<file path="config.mk">
export PLATFORM = sky130hd
export DESIGN_NAME = fifo_umbral
export DESIGN_NICKNAME = d
export VERILOG_FILES = /design/src/rtl/fifo_umbral_pkg.sv /design/src/rtl/fifo_mem.sv /design/src/rtl/fifo_umbral.sv
export SDC_FILE = /design/constraint.sdc
export NUM_CORES = 1
export LEC_CHECK = 0
export BUFFER_PORTS_ARGS = -buffer_cell sky130_fd_sc_hd__buf_2
export CORE_ASPECT_RATIO = 0.6
export CORE_MARGIN = 3
export CORE_UTILIZATION = 61
export CTS_BUF_LIST = sky130_fd_sc_hd__clkbuf_8
export DETAILED_ROUTE_END_ITERATION = 8
export GPL_ROUTABILITY_DRIVEN = 0
export PLACE_DENSITY = 0.82
export SLEW_MARGIN = 0
export SYNTH_ARGS = -nofsm -noshare
export SYNTH_HDL_FRONTEND = slang
export SYNTH_SLANG_ARGS = --single-unit
export TNS_END_PERCENT = 5
</file>
<file path="constraint.sdc">
create_clock -name clk -period 3.49 [get_ports clk]
set_clock_uncertainty 0.15 [all_clocks]
set_input_delay 0.5235 -clock clk [delete_from_list [all_inputs] [get_ports clk]]
set_output_delay 0.5235 -clock clk [all_outputs]
set_load 0.05 [all_outputs]
</file>
<file path="src/rtl/fifo_umbral_pkg.sv">
//------------------------------------------------------------------------------
// fifo_umbral_pkg : shared widths, default thresholds and channel count for
//                   the transaction-layer FIFOs.
// Revision: 1.0
//------------------------------------------------------------------------------
`default_nettype none

package fifo_umbral_pkg;
  localparam int FIFO_DATA_W     = 10;
  localparam int FIFO_ADDR_W     = 3;
  localparam int UMBRAL_ALTO_DEF = 6;
  localparam int UMBRAL_BAJO_DEF = 2;
  localparam int NUM_FIFOS       = 10;
endpackage

`default_nettype wire

</file>
<file path="src/rtl/fifo_mem.sv">
//------------------------------------------------------------------------------
// fifo_mem : 2**ADDR_W x DATA_W register file, one synchronous write port and
//            one registered read port. Storage itself is never reset.
// Revision: 1.0
//------------------------------------------------------------------------------
`default_nettype none

module fifo_mem
  import fifo_umbral_pkg::*;
#(
  parameter int DATA_W = FIFO_DATA_W,
  parameter int ADDR_W = FIFO_ADDR_W
) (
  input  logic              clk,
  input  logic              reset,
  input  logic              i_we,
  input  logic [ADDR_W-1:0] i_waddr,
  input  logic [DATA_W-1:0] i_wdata,
  input  logic              i_re,
  input  logic [ADDR_W-1:0] i_raddr,
  output logic [DATA_W-1:0] o_rdata
);

  localparam int c_DEPTH = 2**ADDR_W;

  logic [DATA_W-1:0] r_mem [c_DEPTH];
  logic [DATA_W-1:0] r_rdata;

  always_ff @(posedge clk) begin
    if (i_we) begin
      r_mem[i_waddr] <= i_wdata;
    end
  end

  // Only the output register is cleared; it holds its value between reads.
  always_ff @(posedge clk) begin
    if (!reset) begin
      r_rdata <= '0;
    end else if (i_re) begin
      r_rdata <= r_mem[i_raddr];
    end
  end

  assign o_rdata = r_rdata;

endmodule

`default_nettype wire

</file>
<file path="src/rtl/fifo_umbral.sv">
//------------------------------------------------------------------------------
// fifo_umbral : single-clock FIFO with full/empty and threshold-based
//               almost_full/almost_empty flags. Macro FIFO_ERR_EN enables the
//               sticky overflow/underflow flag on err.
// Revision: 1.0
//------------------------------------------------------------------------------
`default_nettype none

module fifo_umbral
  import fifo_umbral_pkg::*;
#(
  parameter int DATA_W = FIFO_DATA_W,
  parameter int ADDR_W = FIFO_ADDR_W
) (
  input  logic              clk,
  input  logic              reset,
  input  logic              wr_en,
  input  logic [DATA_W-1:0] data_in,
  input  logic              rd_en,
  output logic [DATA_W-1:0] data_out,
  output logic              valid_out,
  input  logic [ADDR_W-1:0] umbral_alto,
  input  logic [ADDR_W-1:0] umbral_bajo,
  output logic              full,
  output logic              empty,
  output logic              almost_full,
  output logic              almost_empty,
  output logic [ADDR_W:0]   count,
  output logic              err
);

  localparam int            c_DEPTH     = 2**ADDR_W;
  localparam logic [ADDR_W:0]   c_FULL_CNT  = c_DEPTH[ADDR_W:0];
  localparam logic [ADDR_W:0]   c_CNT_ONE   = {{ADDR_W{1'b0}}, 1'b1};
  localparam logic [ADDR_W-1:0] c_PTR_ONE   = {{(ADDR_W-1){1'b0}}, 1'b1};

  logic [ADDR_W-1:0] r_wr_ptr;
  logic [ADDR_W-1:0] r_rd_ptr;
  logic [ADDR_W:0]   r_count;
  logic              r_valid;
  logic              w_full;
  logic              w_empty;
  logic              w_wr_acc;
  logic              w_rd_acc;

  assign w_full   = (r_count == c_FULL_CNT);
  assign w_empty  = (r_count == '0);
  // Acceptance is judged on the pre-edge count; reset masks both requests.
  assign w_wr_acc = reset && wr_en && !w_full;
  assign w_rd_acc = reset && rd_en && !w_empty;

  always_ff @(posedge clk) begin
    if (!reset) begin
      r_wr_ptr <= '0;
      r_rd_ptr <= '0;
      r_count  <= '0;
      r_valid  <= 1'b0;
    end else begin
      r_valid <= w_rd_acc;
      if (w_wr_acc) begin
        r_wr_ptr <= r_wr_ptr + c_PTR_ONE;
      end
      if (w_rd_acc) begin
        r_rd_ptr <= r_rd_ptr + c_PTR_ONE;
      end
      case ({w_wr_acc, w_rd_acc})
        2'b10:   r_count <= r_count + c_CNT_ONE;
        2'b01:   r_count <= r_count - c_CNT_ONE;
        default: r_count <= r_count;
      endcase
    end
  end

  fifo_mem #(
    .DATA_W (DATA_W),
    .ADDR_W (ADDR_W)
  ) u_mem (
    .clk     (clk),
    .reset   (reset),
    .i_we    (w_wr_acc),
    .i_waddr (r_wr_ptr),
    .i_wdata (data_in),
    .i_re    (w_rd_acc),
    .i_raddr (r_rd_ptr),
    .o_rdata (data_out)
  );

`ifdef FIFO_ERR_EN
  logic r_err;

  always_ff @(posedge clk) begin
    if (!reset) begin
      r_err <= 1'b0;
    end else if ((wr_en && w_full) || (rd_en && w_empty)) begin
      r_err <= 1'b1;
    end
  end

  assign err = r_err;
`else
  assign err = 1'b0;
`endif

  assign valid_out    = r_valid;
  assign count        = r_count;
  assign full         = w_full;
  assign empty        = w_empty;
  assign almost_full  = (r_count >= {1'b0, umbral_alto});
  assign almost_empty = (r_count <= {1'b0, umbral_bajo});

endmodule

`default_nettype wire

</file>
==> Implementation_results.wiki, run 1 <==
{| class="wikitable"
! Metric !! Value
|-
| Starting Density || 64.57%
|-
| DRC Markers || 0
|-
| WS Path Type || reg -> reg
|-
| Postcts setup bufs || 0
|-
| Worst endpoint required time || between 3 and 4 ns
|-
| Fmax || 0.3497 GHz
|-
| First-pass iteration count of the detailed router || 4
|-
| GRT Util Overall || 21.56%
|-
| Sequential-to-total area share from yosys stat || a little over two thirds
|-
| Pre-CTS setup slack || about 0.64 ns
|-
| Finish-stage setup viols || 0
|-
| Post-synthesis register bit count || 101
|-
| Final cell area excluding filler cells || 0.004587 mm^2
|-
| Min-Delay Path Class || in -> reg
|-
| Slew Limit Fails || 0
|-
| Total die area || 0.007690 mm^2
|-
| Antenna violations before repair || 0
|-
| Wire length of the first global-routing pass || 12370 um
|-
| WHS || 0.2855 ns
|-
| Run status || finished clean
|-
| CTS hold repair buffers || 0
|-
| Number of DRC markers in iteration 0 || 218
|-
| Vias in the first global route || approximately 2300
|-
| Sort of element at the start of the critical path || flip-flop
|-
| Relative slew slack || 29.52%
|-
| Total area of sequential cells || 0.002823 mm^2
|-
| Final routed wirelength across all metal layers || 7855 um
|-
| Final Worst Setup Slack || 0.6307 ns
|-
| Die H || 69.14 um
|-
| Max rail drop VDD || 0.2506 mV
|-
| Final-layout setup total negative slack || 0 ns
|-
| CP max stage cell || sky130_fd_sc_hd__o41a_2
|-
| Post-DRT Antenna Nets || 0
|-
| Final number of hold-violating endpoints || 0
|-
| Port Buf Inserts || 38
|-
| Final period demand of the worst path || 2.859 ns
|-
| Post-Syn Area || 0.004053 mm^2
|-
| Leakage power of the design || 1.689 nW
|-
| Library cell occupying the most area in the post-synthesis netlist || sky130_fd_sc_hd__edfxtp_1
|-
| Top cells by count, synth || sky130_fd_sc_hd__edfxtp_1, sky130_fd_sc_hd__dfxtp_1, sky130_fd_sc_hd__mux4_2
|-
| Clk sinks || approximately 100
|-
| Reg-to-reg setup timing slack || 0.63 ns
|-
| Max clock buf depth || 2
|-
| Vias per inst || 5.847
|-
| Clock buffer count from CTS || 9
|-
| Data arrival time of the worst path || 3.00 ns
|-
| Layout cell share with drive strength beyond 1 || a little under a third
|-
| Fraction of registers with async set/reset || 0%
|-
| Worst skew pair latency || 0.35 ns
|-
| Yosys synthesis warning count || 0
|-
| Cells resized by post-CTS repair || 0
|-
| Syn Nets || 275
|-
| Area of the core || 0.006276 mm^2
|-
| Synthesized instance count || ~240
|-
| Horizontal die dimension || between 100 and 150 um
|-
| Pin count of the biggest net entering global routing || 26
|-
| Unique masters post-synth || 33
|-
| Cells along the critical path || o41a_2, and2_1, ha_1, ha_1, a21o_2, a21oi_1, mux2i_1, mux2i_1
|-
| Total number of nets in the final design || roughly 320
|-
| Post-detailed-route wirelength per cell || between 20 and 25 um
|-
| Number of antenna repair diodes || 0
|-
| Prevailing post-synth register cell || sky130_fd_sc_hd__edfxtp_1
|-
| Most frequent cell after synthesis || sky130_fd_sc_hd__edfxtp_1
|-
| Clock-pin transition on the worst setup and hold timing paths || about 0.09 ns
|-
| Combined area of the multi-input logic cells || 0.001149 mm^2
|-
| Filler cell count in the final layout || approximately 400
|-
| Placed standard-cell area || 0.004373 mm^2
|-
| Max stage delay on crit path || 0.68 ns
|-
| Top-area cell type share of the netlist area || between 50% and 60%
|-
| Crit path capture type || flip-flop
|-
| Floorplan row count || 22
|-
| Total number of vias || 2222
|-
| Final worst path period share || between 80% and 90%
|-
| Critical path fanouts, max || 17
|-
| Number of flops mapped to enable cells by yosys || 80
|-
| Post-synthesis area per instance || 16.68 um^2
|-
| Total grt overflow || 0
|-
| Pwr per Cell Area || between 500 and 600 mW/mm^2
|-
| Transition time at the pin with the least slew margin || between 1 and 1.5 ns
|-
| Buffer type at the clock tree root || sky130_fd_sc_hd__clkbuf_8
|-
| Detailed Place HPWL || between 5000 and 6000 um
|-
| Top cells by area in the synthesized netlist || sky130_fd_sc_hd__edfxtp_1, sky130_fd_sc_hd__mux4_2, sky130_fd_sc_hd__dfxtp_1
|-
| Setup repair after global routing missed its margin || false
|-
| Synth-to-layout area growth || 13.18%
|-
| Clock tree from TritonCTS || built
|-
| Number of top-level pins || 40
|-
| Number of maximum-capacitance constraint violations || 0
|-
| Max H-tree Level || 3
|}
-- logic make-up after synthesis --
kind of cell	count (synthesis)	synth area share, %
compound gates	29	4.322
xor+xnor	6	1.297
fa+ha+maj	12	3.890
buf+inv	19	2.161
flops	101	69.65
mux	23	11.86
other cells	1	0.09253
simple gates	52	6.730
-- sequential cells by signal (all words and copies together) (netlist names) --
| signal | flops |
|---|---|
| count | 4 |
| r_rd_ptr | 3 |
| r_wr_ptr | 3 |
| u_mem.o_rdata | 10 |
| u_mem.r_mem | 80 |
| valid_out | 1 |
-- worst max-delay path, delay by kind of cell, from the launching register on --
family | cells | cell delay [ns]
flops | 1 | 0.40
compound gates | 3 | 1.06
fa+ha+maj | 2 | 0.52
mux | 2 | 0.44
simple gates | 1 | 0.22
-- final cells by class --
class / count / area share, %
multi-input cells: 123 / 25.04
well taps: 84 / 2.291
inverters: 9 / 0.8456
repair buffers: 47 / 5.619
clock inverters: 7 / 1.964
flip-flops and latches: 101 / 61.54
clock buffers: 9 / 2.700
-- metal layers --
| layer | track usage (%) | up-vias | wire (um) |
|---|---|---|---|
| li1 | - | 1026 | - |
| met1 | 31.86 | 1097 | 3429 |
| met2 | 31.46 | 88 | 3637 |
| met3 | 6.754 | 11 | 707 |
| met4 | 6.073 | 0 | 80 |
| met5 | 0 | - | 0 |
-- power breakdown --
group / internal (W) / leakage, nW / total [W] / switching, W
Combinational: 0.000143 / 0.684 / 0.000403 / 0.000259
Sequential: 0.00134 / 0.894 / 0.00137 / 0.0000358
Clock: 0.000401 / 0.111 / 0.000779 / 0.000378
-- path summary, 6_finish.rpt --
kind	from	end	cells past startpoint
max	count[3]	count[3]	8
min	data_in[8]	u_mem.r_mem[7][8]	1
max reg2reg	count[3]	count[3]	8
min reg2reg	u_mem.o_rdata[5]	u_mem.o_rdata[5]	2
-- cell usage in the layout (no fill, tap or decap), types with 2 or more instances in the layout --
master and count:
sky130_fd_sc_hd__edfxtp_1 80, sky130_fd_sc_hd__buf_2 38, sky130_fd_sc_hd__dfxtp_1 21, sky130_fd_sc_hd__mux4_2 20
sky130_fd_sc_hd__nor2_1 15, sky130_fd_sc_hd__o21ai_0 13, sky130_fd_sc_hd__ha_1 11, sky130_fd_sc_hd__o22ai_1 10
sky130_fd_sc_hd__and2_1 9, sky130_fd_sc_hd__inv_1 9, sky130_fd_sc_hd__clkbuf_8 9, sky130_fd_sc_hd__buf_4 9
sky130_fd_sc_hd__nand2_1 8, sky130_fd_sc_hd__nand2b_1 6, sky130_fd_sc_hd__nor3_1 4, sky130_fd_sc_hd__xnor2_1 4
sky130_fd_sc_hd__mux2i_1 3, sky130_fd_sc_hd__inv_6 2, sky130_fd_sc_hd__nor2b_1 2, sky130_fd_sc_hd__nand3_1 2
sky130_fd_sc_hd__a21oi_1 2, sky130_fd_sc_hd__xor2_1 2, sky130_fd_sc_hd__clkinv_2 2, sky130_fd_sc_hd__bufinv_16 2
-- per-stage QoR --
stage               total power [W]  util (%)  cells
global placement           0.001797     69.68    364
floorplan                  0.001701         -    243
finish                     0.002556     73.09    380
CTS                        0.002572     73.09    380
detailed placement         0.001807     69.68    364
global route               0.002656     73.09    380
(Power assumes the default switching activity.)
==> inputs of run 2 (changes only) <==
--- a/config.mk
+++ b/config.mk
@@ -5,10 +5,11 @@
 export SDC_FILE = /design/constraint.sdc
 export NUM_CORES = 1
 export LEC_CHECK = 0
+export ABC_AREA = 1
 export BUFFER_PORTS_ARGS = -buffer_cell sky130_fd_sc_hd__buf_2
 export CORE_ASPECT_RATIO = 0.6
 export CORE_MARGIN = 3
-export CORE_UTILIZATION = 61
+export CORE_UTILIZATION = 62
 export CTS_BUF_LIST = sky130_fd_sc_hd__clkbuf_8
 export DETAILED_ROUTE_END_ITERATION = 8
 export GPL_ROUTABILITY_DRIVEN = 0
==> constraint.sdc (replaced) <==
create_clock -name clk -period 2.96 [get_ports clk]
set_clock_uncertainty 0.15 [all_clocks]
set_input_delay 0.444 -clock clk [delete_from_list [all_inputs] [get_ports clk]]
set_output_delay 0.444 -clock clk [all_outputs]
set_load 0.05 [all_outputs]
==> Implementation_results.wiki, run 2 <==
{| class="wikitable"
! Metric !! Value
|-
| Run status || finished clean (unchanged)
|-
| Post-Syn Area || 0.004603 mm^2 (was 0.004053 mm^2)
|-
| Transition time at the pin with the least slew margin || 0.8112 ns (was 1.056 ns)
|-
| Sort of element at the start of the critical path || flip-flop (unchanged)
|-
| Prevailing post-synth register cell || sky130_fd_sc_hd__edfxtp_1 (unchanged)
|-
| Switching power of the nets || 0.0009767 W (was 0.0006727 W)
|-
| Int Pwr || 0.002314 W (was 0.001883 W)
|-
| DRC Markers || 0 (unchanged)
|-
| Syn Nets || 497 (was 275)
|-
| Synth-to-layout area growth || 11.39% (was 13.18%)
|-
| Setup repair after global routing missed its margin || false (unchanged)
|-
| Library cell occupying the most area in the post-synthesis netlist || sky130_fd_sc_hd__edfxtp_1 (unchanged)
|-
| Clock buffer count from CTS || 9 (unchanged)
|-
| Number of maximum-capacitance constraint violations || 0 (unchanged)
|-
| WS Path Type || reg -> out (was reg -> reg)
|-
| Post-detailed-route wirelength per cell || 16.14 um (was 20.67 um)
|-
| Worst flop-to-flop path endpoint || count[3] (unchanged)
|-
| Most used cells in the layout excluding fill and tap cells || sky130_fd_sc_hd__nand2_1, sky130_fd_sc_hd__inv_1, sky130_fd_sc_hd__edfxtp_1 (was sky130_fd_sc_hd__edfxtp_1, sky130_fd_sc_hd__buf_2, sky130_fd_sc_hd__dfxtp_1)
|-
| Top cells by count, synth || sky130_fd_sc_hd__nand2_1, sky130_fd_sc_hd__inv_1, sky130_fd_sc_hd__edfxtp_1 (was sky130_fd_sc_hd__edfxtp_1, sky130_fd_sc_hd__dfxtp_1, sky130_fd_sc_hd__mux4_2)
|-
| Detailed Place HPWL || 6319 um (was 5230 um)
|-
| CTS hold repair buffers || 0 (unchanged)
|-
| Finish-stage setup viols || 0 (unchanged)
|-
| Pwr per Cell Area || 641.8 mW/mm^2 (was 557.2 mW/mm^2)
|-
| Relative slew slack || 45.86% (was 29.52%)
|-
| Total grt overflow || 0 (unchanged)
|-
| Most frequent cell after synthesis || sky130_fd_sc_hd__nand2_1 (was sky130_fd_sc_hd__edfxtp_1)
|-
| Vias per inst || 5.311 (was 5.847)
|-
| Post-synthesis area per instance || 9.899 um^2 (was 16.68 um^2)
|-
| Number of top-level pins || 40 (unchanged)
|-
| Slew Limit Fails || 0 (unchanged)
|-
| Switching share of power || 29.68% (was 26.32%)
|-
| Final routed wirelength across all metal layers || 9844 um (was 7855 um)
|-
| Leakage power of the design || 2.258 nW (was 1.689 nW)
|-
| Leading cell type in the layout, fill and taps excluded || sky130_fd_sc_hd__nand2_1 (was sky130_fd_sc_hd__edfxtp_1)
|-
| Final-layout setup total negative slack || 0 ns (unchanged)
|-
| Cells resized by post-CTS repair || 0 (unchanged)
|-
| Number of cell instances on the worst register-to-register path || 12 (was 8)
|-
| Part of the total power dissipated in the clock network || 31.3% (was 30.5%)
|-
| Buffer type at the clock tree root || sky130_fd_sc_hd__clkbuf_8 (unchanged)
|-
| Worst skew pair latency || 0.37 ns (was 0.35 ns)
|-
| Synthesized instance count || 465 (was 243)
|-
| Unique masters post-synth || 29 (was 33)
|-
| Top-area cell type share of the netlist area || 52.19% (was 59.28%)
|-
| Total die area || 0.008529 mm^2 (was 0.007690 mm^2)
|-
| Final number of hold-violating endpoints || 0 (unchanged)
|-
| Final period demand of the worst path || approximately 2.5 ns
|-
| Post-route core utilization || 73.93% (was 73.09%)
|-
| Number of DRC markers in iteration 0 || 295 (was 218)
|-
| Biggest register || u_mem.r_mem (unchanged)
|-
| Post-DRT Antenna Nets || 0 (unchanged)
|-
| First-pass iteration count of the detailed router || 5 (was 4)
|-
| GRT Util Overall || 24.60% (was 21.56%)
|-
| Area of the core || 0.006935 mm^2 (was 0.006276 mm^2)
|-
| Fraction of registers with async set/reset || 0% (unchanged)
|-
| Floorplan row count || 23 (was 22)
|-
| Vias in the first global route || 3056 (was 2271)
|-
| Yosys synthesis warning count || 0 (unchanged)
|-
| Number of flops mapped to enable cells by yosys || 80 (unchanged)
|-
| Fmax || approximately 0.40 GHz
|-
| Starting Density || 66.37% (was 64.57%)
|-
| Part of the total power dissipated in combinational logic || 20.0% (was 15.8%)
|-
| Antenna violations before repair || 0 (unchanged)
|-
| End of the worst hold path || u_mem.r_mem[4][4] (was u_mem.r_mem[7][8])
|-
| Clock tree from TritonCTS || built (unchanged)
|-
| Min-Delay Path Class || in -> reg (unchanged)
|-
| Post-synthesis register bit count || 101 (unchanged)
|-
| Max clock buf depth || 2 (unchanged)
|-
| Max H-tree Level || 3 (unchanged)
|-
| Wire length of the first global-routing pass || 15170 um (was 12370 um)
|-
| Pin count of the biggest net entering global routing || 43 (was 26)
|-
| Number of antenna repair diodes || 0 (unchanged)
|-
| Clk sinks || 101 (unchanged)
|-
| Sequential-to-total area share from yosys stat || 61.32% (was 69.65%)
|-
| Clock-pin transition on the worst setup and hold timing paths || 0.10 ns (was 0.09 ns)
|-
| Port Buf Inserts || 38 (unchanged)
|-
| Data arrival time of the worst path || 1.90 ns (was 3.00 ns)
|-
| Worst setup startpoint || count[1] (was count[3])
|-
| Die H || 72.75 um (was 69.14 um)
|-
| Share of power burned in registers || 48.7% (was 53.8%)
|-
| Max FFs per register || 80 (unchanged)
|-
| Start of the worst register-to-register path || count[1] (was count[3])
|-
| Top cells by area in the synthesized netlist || sky130_fd_sc_hd__edfxtp_1, sky130_fd_sc_hd__nand2_1, sky130_fd_sc_hd__dfxtp_1 (was sky130_fd_sc_hd__edfxtp_1, sky130_fd_sc_hd__mux4_2, sky130_fd_sc_hd__dfxtp_1)
|-
| Startpoint of the most critical hold path || data_in[4] (was data_in[8])
|-
| Layout cell share with drive strength beyond 1 || 17.84% (was 30.07%)
|-
| Hold Crit Depth || 1 (unchanged)
|-
| Total number of vias || 3240 (was 2222)
|-
| Total number of nets in the final design || 537 (was 323)
|-
| Postcts setup bufs || 0 (unchanged)
|-
| Worst endpoint required time || 2.37 ns (was 3.63 ns)
|-
| Critical path fanouts, max || 7 (was 17)
|-
| Final worst path period share || between 80 and 90%
|-
| Reg-to-reg setup timing slack || 0.49 ns (was 0.63 ns)
|-
| Crit path capture type || output pin (was flip-flop)
|-
| Max rail drop VDD || 0.4285 mV (was 0.2506 mV)
|-
| Horizontal die dimension || 117.2 um (was 111.2 um)
|}
==> run 2: cell count changes after synthesis, sizes merged, moves of 6 or more <==
cell	previous run	this run
nand2	9	128
inv	9	86
nand3	2	66
mux4	20	0
a21oi	2	18
buf	5	16
o22ai	10	0
and2	9	0
nor2	15	8
nand2b	6	0
nor3	4	10
==> run 2: stage by stage <==
stage          cells  setup WS (ns)  hold WS, ns  instance area, um^2  power [W]
2_1_floorplan    465         0.2867       0.3424                 4603   0.002130
3_3_place_gp     594         0.5818       0.3067                 4883   0.002261
3_5_place_dp     594         0.5121       0.3147                 4883   0.002285
4_1_cts          610         0.4356       0.1730                 5127   0.003302
5_1_grt          610         0.3282       0.1819                 5127   0.003432
6_report         610         0.4629       0.1819                 5127   0.003291
==> run 2: cell type report <==
cell class                 count  area (um^2)
timing repair buffer          49        272.8
fill                         497         1808
multi-input combinational    258         1338
sequential                   101         2823
tap                          100        125.1
clock inverter                 7        120.1
clock buffer                   9        123.9
inverter                      86        325.3
==> run 2: kinds of logic (layout without fill, tap and decap cells) <==
family / count (synthesis) / count (layout) / share of synthesized area (%)
adders and majority gates: 12 / 12 / 3.425
and+or+nand+nor: 214 / 214 / 21.26
xor gates and xnor gates: 1 / 1 / 0.1903
DFF: 101 / 101 / 61.32
buffers and inverters: 106 / 151 / 9.622
AOI/OAI and AO/OA: 30 / 30 / 4.105
other: 1 / 1 / 0.08147
==> run 2: critical path, stage by stage (launching register included) <==
cell                      delay (ns)
sky130_fd_sc_hd__dfxtp_1        0.49
sky130_fd_sc_hd__ha_1           0.30
sky130_fd_sc_hd__inv_1          0.06
sky130_fd_sc_hd__nor2_1         0.04
sky130_fd_sc_hd__o21ai_0        0.18
sky130_fd_sc_hd__nand2_1        0.07
sky130_fd_sc_hd__a21oi_1        0.12
sky130_fd_sc_hd__buf_2          0.27
==> run 2: layer usage <==
layer  up-vias  track usage, %  part of all wire (%)  wire, um
met5         -               0                     0         0
met4         0           10.05                   1.8       180
met3        23           8.782                   9.7       955
met2       125           36.47                    44      4319
met1      1515           33.33                    45      4388
li1       1577               -                     -         -
==> run 2: worst max path at each step <==
stage / to / slack, ns
3_5_place_dp: count[3] / 0.51
3_3_place_gp: count[3] / 0.58
5_1_grt: almost_empty / 0.33
6_report: almost_empty / 0.46
4_1_cts: almost_empty / 0.44
2_1_floorplan: almost_empty / 0.29
==> run 2: power by group through the flow <==
| stage | registers, W | clock network, W | logic [W] |
|---|---|---|---|
| 2_1_floorplan | 0.00170 | 0 | 0.000429 |
| 3_3_place_gp | 0.00163 | 0 | 0.000632 |
| 3_5_place_dp | 0.00163 | 0 | 0.000652 |
| 4_1_cts | 0.00160 | 0.00105 | 0.000656 |
| 5_1_grt | 0.00161 | 0.00110 | 0.000722 |
| 6_report | 0.00160 | 0.00103 | 0.000659 |
==> inputs of run 3 (changes only) <==
==> constraint.sdc (replaced) <==
create_clock -name clk -period 2.5 [get_ports clk]
set_clock_uncertainty 0.15 [all_clocks]
set_input_delay 0.375 -clock clk [delete_from_list [all_inputs] [get_ports clk]]
set_output_delay 0.375 -clock clk [all_outputs]
set_load 0.05 [all_outputs]
==> Implementation_results.wiki, run 3 (synthesis gave the netlist of run 2 again) <==
{| class="wikitable"
! Metric !! Value
|-
| Int Pwr || 0.002565 W (was 0.002314 W)
|-
| Switching share of power || 31.32% (was 29.68%)
|-
| Post-DRT Antenna Nets || 0 (unchanged)
|-
| Final number of hold-violating endpoints || 0 (unchanged)
|-
| Finish-stage setup viols || 0 (unchanged)
|-
| Area of the core || 0.006935 mm^2 (unchanged)
|-
| Antenna violations before repair || 0 (unchanged)
|-
| Transition time at the pin with the least slew margin || 0.7513 ns (was 0.8112 ns)
|-
| Placed standard-cell area || 0.004915 mm^2 (was 0.004883 mm^2)
|-
| Number of maximum-capacitance constraint violations || 0 (unchanged)
|-
| Final Worst Setup Slack || 0.1901 ns (was 0.4629 ns)
|-
| Biggest register || u_mem.r_mem (unchanged)
|-
| Crit path capture type || output pin (unchanged)
|-
| Number of DRC markers in iteration 0 || 318 (was 295)
|-
| Layout cell share with drive strength beyond 1 || 19.10% (was 17.84%)
|-
| Synth-to-layout area growth || 11.12% (was 11.39%)
|-
| Number of top-level pins || 40 (unchanged)
|-
| Detailed Place HPWL || 6475 um (was 6319 um)
|-
| Most used cells in the layout excluding fill and tap cells || sky130_fd_sc_hd__nand2_1, sky130_fd_sc_hd__inv_1, sky130_fd_sc_hd__edfxtp_1 (unchanged)
|-
| Critical path fanouts, max || 5 (was 7)
|-
| Vias in the first global route || 3099 (was 3056)
|-
| Sort of element at the start of the critical path || flip-flop (unchanged)
|-
| Worst endpoint required time || 1.98 ns (was 2.37 ns)
|-
| Postcts setup bufs || 0 (unchanged)
|-
| Total die area || 0.008529 mm^2 (unchanged)
|-
| DRC Markers || 0 (unchanged)
|-
| Leakage power of the design || 2.256 nW (was 2.258 nW)
|-
| Cells resized by post-CTS repair || 0 (unchanged)
|-
| Buffer type at the clock tree root || sky130_fd_sc_hd__clkbuf_8 (unchanged)
|-
| Horizontal die dimension || 117.2 um (unchanged)
|-
| Max FFs per register || 80 (unchanged)
|-
| Final-layout setup total negative slack || 0 ns (unchanged)
|-
| Relative slew slack || 49.86% (was 45.86%)
|-
| Max rail drop VDD || 0.5047 mV (was 0.4285 mV)
|-
| Starting Density || 66.37% (unchanged)
|-
| Pwr per Cell Area || 730.2 mW/mm^2 (was 641.8 mW/mm^2)
|-
| Die H || 72.75 um (unchanged)
|-
| CTS hold repair buffers || 0 (unchanged)
|-
| Wire length of the first global-routing pass || 15610 um (was 15170 um)
|-
| Total number of nets in the final design || 540 (was 537)
|-
| Slew Limit Fails || 0 (unchanged)
|-
| Total grt overflow || 0 (unchanged)
|-
| Vias per inst || 5.372 (was 5.311)
|-
| Clk sinks || 101 (unchanged)
|-
| WS Path Type || reg -> out (unchanged)
|-
| Clock buffer count from CTS || 9 (unchanged)
|-
| Filler cell count in the final layout || 468 (was 497)
|-
| Final routed wirelength across all metal layers || 10080 um (was 9844 um)
|-
| Part of the total power dissipated in combinational logic || 21.4% (was 20.0%)
|-
| Share of power burned in registers || 50.8% (was 48.7%)
|-
| Total number of vias || 3293 (was 3240)
|-
| Floorplan row count || 23 (unchanged)
|-
| Part of the total power dissipated in the clock network || 27.8% (was 31.3%)
|-
| Pre-CTS setup slack || 0.2914 ns (was 0.5121 ns)
|-
| Setup repair after global routing missed its margin || false (unchanged)
|-
| Switching power of the nets || 0.001170 W (was 0.0009767 W)
|-
| Data arrival time of the worst path || 1.78 ns (was 1.90 ns)
|-
| WHS || 0.1202 ns (was 0.1819 ns)
|-
| Final period demand of the worst path || roughly 2.3 ns
|-
| First-pass iteration count of the detailed router || 5 (unchanged)
|-
| Clock tree from TritonCTS || built (unchanged)
|-
| Port Buf Inserts || 38 (unchanged)
|-
| Clock-pin transition on the worst setup and hold timing paths || 0.10 ns (about the same)
|-
| Worst skew pair latency || 0.37 ns (about the same)
|-
| GRT Util Overall || 25.03% (was 24.60%)
|-
| Number of antenna repair diodes || 0 (unchanged)
|-
| Leading cell type in the layout, fill and taps excluded || sky130_fd_sc_hd__nand2_1 (unchanged)
|-
| Max clock buf depth || 2 (unchanged)
|-
| Final cell area excluding filler cells || 0.005115 mm^2 (was 0.005127 mm^2)
|-
| Max H-tree Level || 3 (unchanged)
|-
| Fmax || 0.4329 GHz
|-
| Min-Delay Path Class || in -> reg (unchanged)
|-
| Pin count of the biggest net entering global routing || 43 (unchanged)
|-
| Post-detailed-route wirelength per cell || 16.44 um (was 16.14 um)
|-
| Final worst path period share || 92.40%
|-
| Run status || finished clean (unchanged)
|-
| Post-route core utilization || 73.75% (was 73.93%)
|}
run 3: cell types whose count changed in the layout (fill, tap and decap cells not counted):
cell / change
sky130_fd_sc_hd__dfxtp_1: -4
sky130_fd_sc_hd__bufinv_16: -2
sky130_fd_sc_hd__buf_4: +3
sky130_fd_sc_hd__inv_6: -1
sky130_fd_sc_hd__a21oi_2: +1
sky130_fd_sc_hd__dfxtp_2: +4
sky130_fd_sc_hd__a21oi_1: -1
sky130_fd_sc_hd__clkbuf_8: +1
sky130_fd_sc_hd__inv_1: +1
sky130_fd_sc_hd__clkinvlp_4: +1
run 3: area by class of cell:
type                    count  area [um^2]  share of cell area [%]
clock buffers              10        137.6                   2.691
clock inverters             6        62.56                   1.223
repair buffers             52        295.3                   5.773
inverters                  86        325.3                   6.360
multi-input cells         258         1341                   26.22
flip-flops and latches    101         2828                   55.28
well taps                 100        125.1                   2.446
run 3: final timing paths:
kind | startpoint | to | slack [ns] | depth (start not counted)
setup / recovery | count[0] | almost_empty | 0.19 | 7
hold / removal | data_in[5] | u_mem.r_mem[1][5] | 0.12 | 1
setup reg to reg | count[1] | count[3] | 0.22 | 12
hold reg to reg | u_mem.o_rdata[9] | u_mem.o_rdata[9] | 0.33 | 2
run 3: routing by layer:
| metal | share of wire [%] | wire, um | vias up | global-route usage, % |
|---|---|---|---|---|
| li1 | - | - | 1588 | - |
| met4 | 1.2 | 121 | 0 | 6.616 |
| met1 | 41 | 4112 | 1524 | 33.80 |
| met2 | 46 | 4647 | 167 | 39.85 |
| met3 | 12 | 1198 | 14 | 7.788 |
| met5 | 0 | 0 | - | 0 |
run 3: power by group through the flow:
stage / logic [W] / registers [W] / clock network [W]
3_5_place_dp: 0.000784 / 0.00194 / 0
6_report: 0.000798 / 0.00190 / 0.00104
2_1_floorplan: 0.000510 / 0.00202 / 0
4_1_cts: 0.000792 / 0.00190 / 0.00105
3_3_place_gp: 0.000757 / 0.00193 / 0
5_1_grt: 0.000876 / 0.00190 / 0.00112
run 3: per-stage QoR:
step | power [W] | std cells
5_1_grt | 0.003897 | 613
2_1_floorplan | 0.002527 | 465
3_5_place_dp | 0.002719 | 597
4_1_cts | 0.003737 | 613
6_report | 0.003735 | 613
3_3_place_gp | 0.002687 | 597
run 3: critical path: stages, from the launching register on:
cell and delay (ns):
sky130_fd_sc_hd__dfxtp_2 0.34, sky130_fd_sc_hd__inv_1 0.21, sky130_fd_sc_hd__ha_1 0.20, sky130_fd_sc_hd__nor2_1 0.04, sky130_fd_sc_hd__o21ai_0 0.16, sky130_fd_sc_hd__nand2_1 0.09
sky130_fd_sc_hd__a21oi_2 0.12, sky130_fd_sc_hd__buf_2 0.27
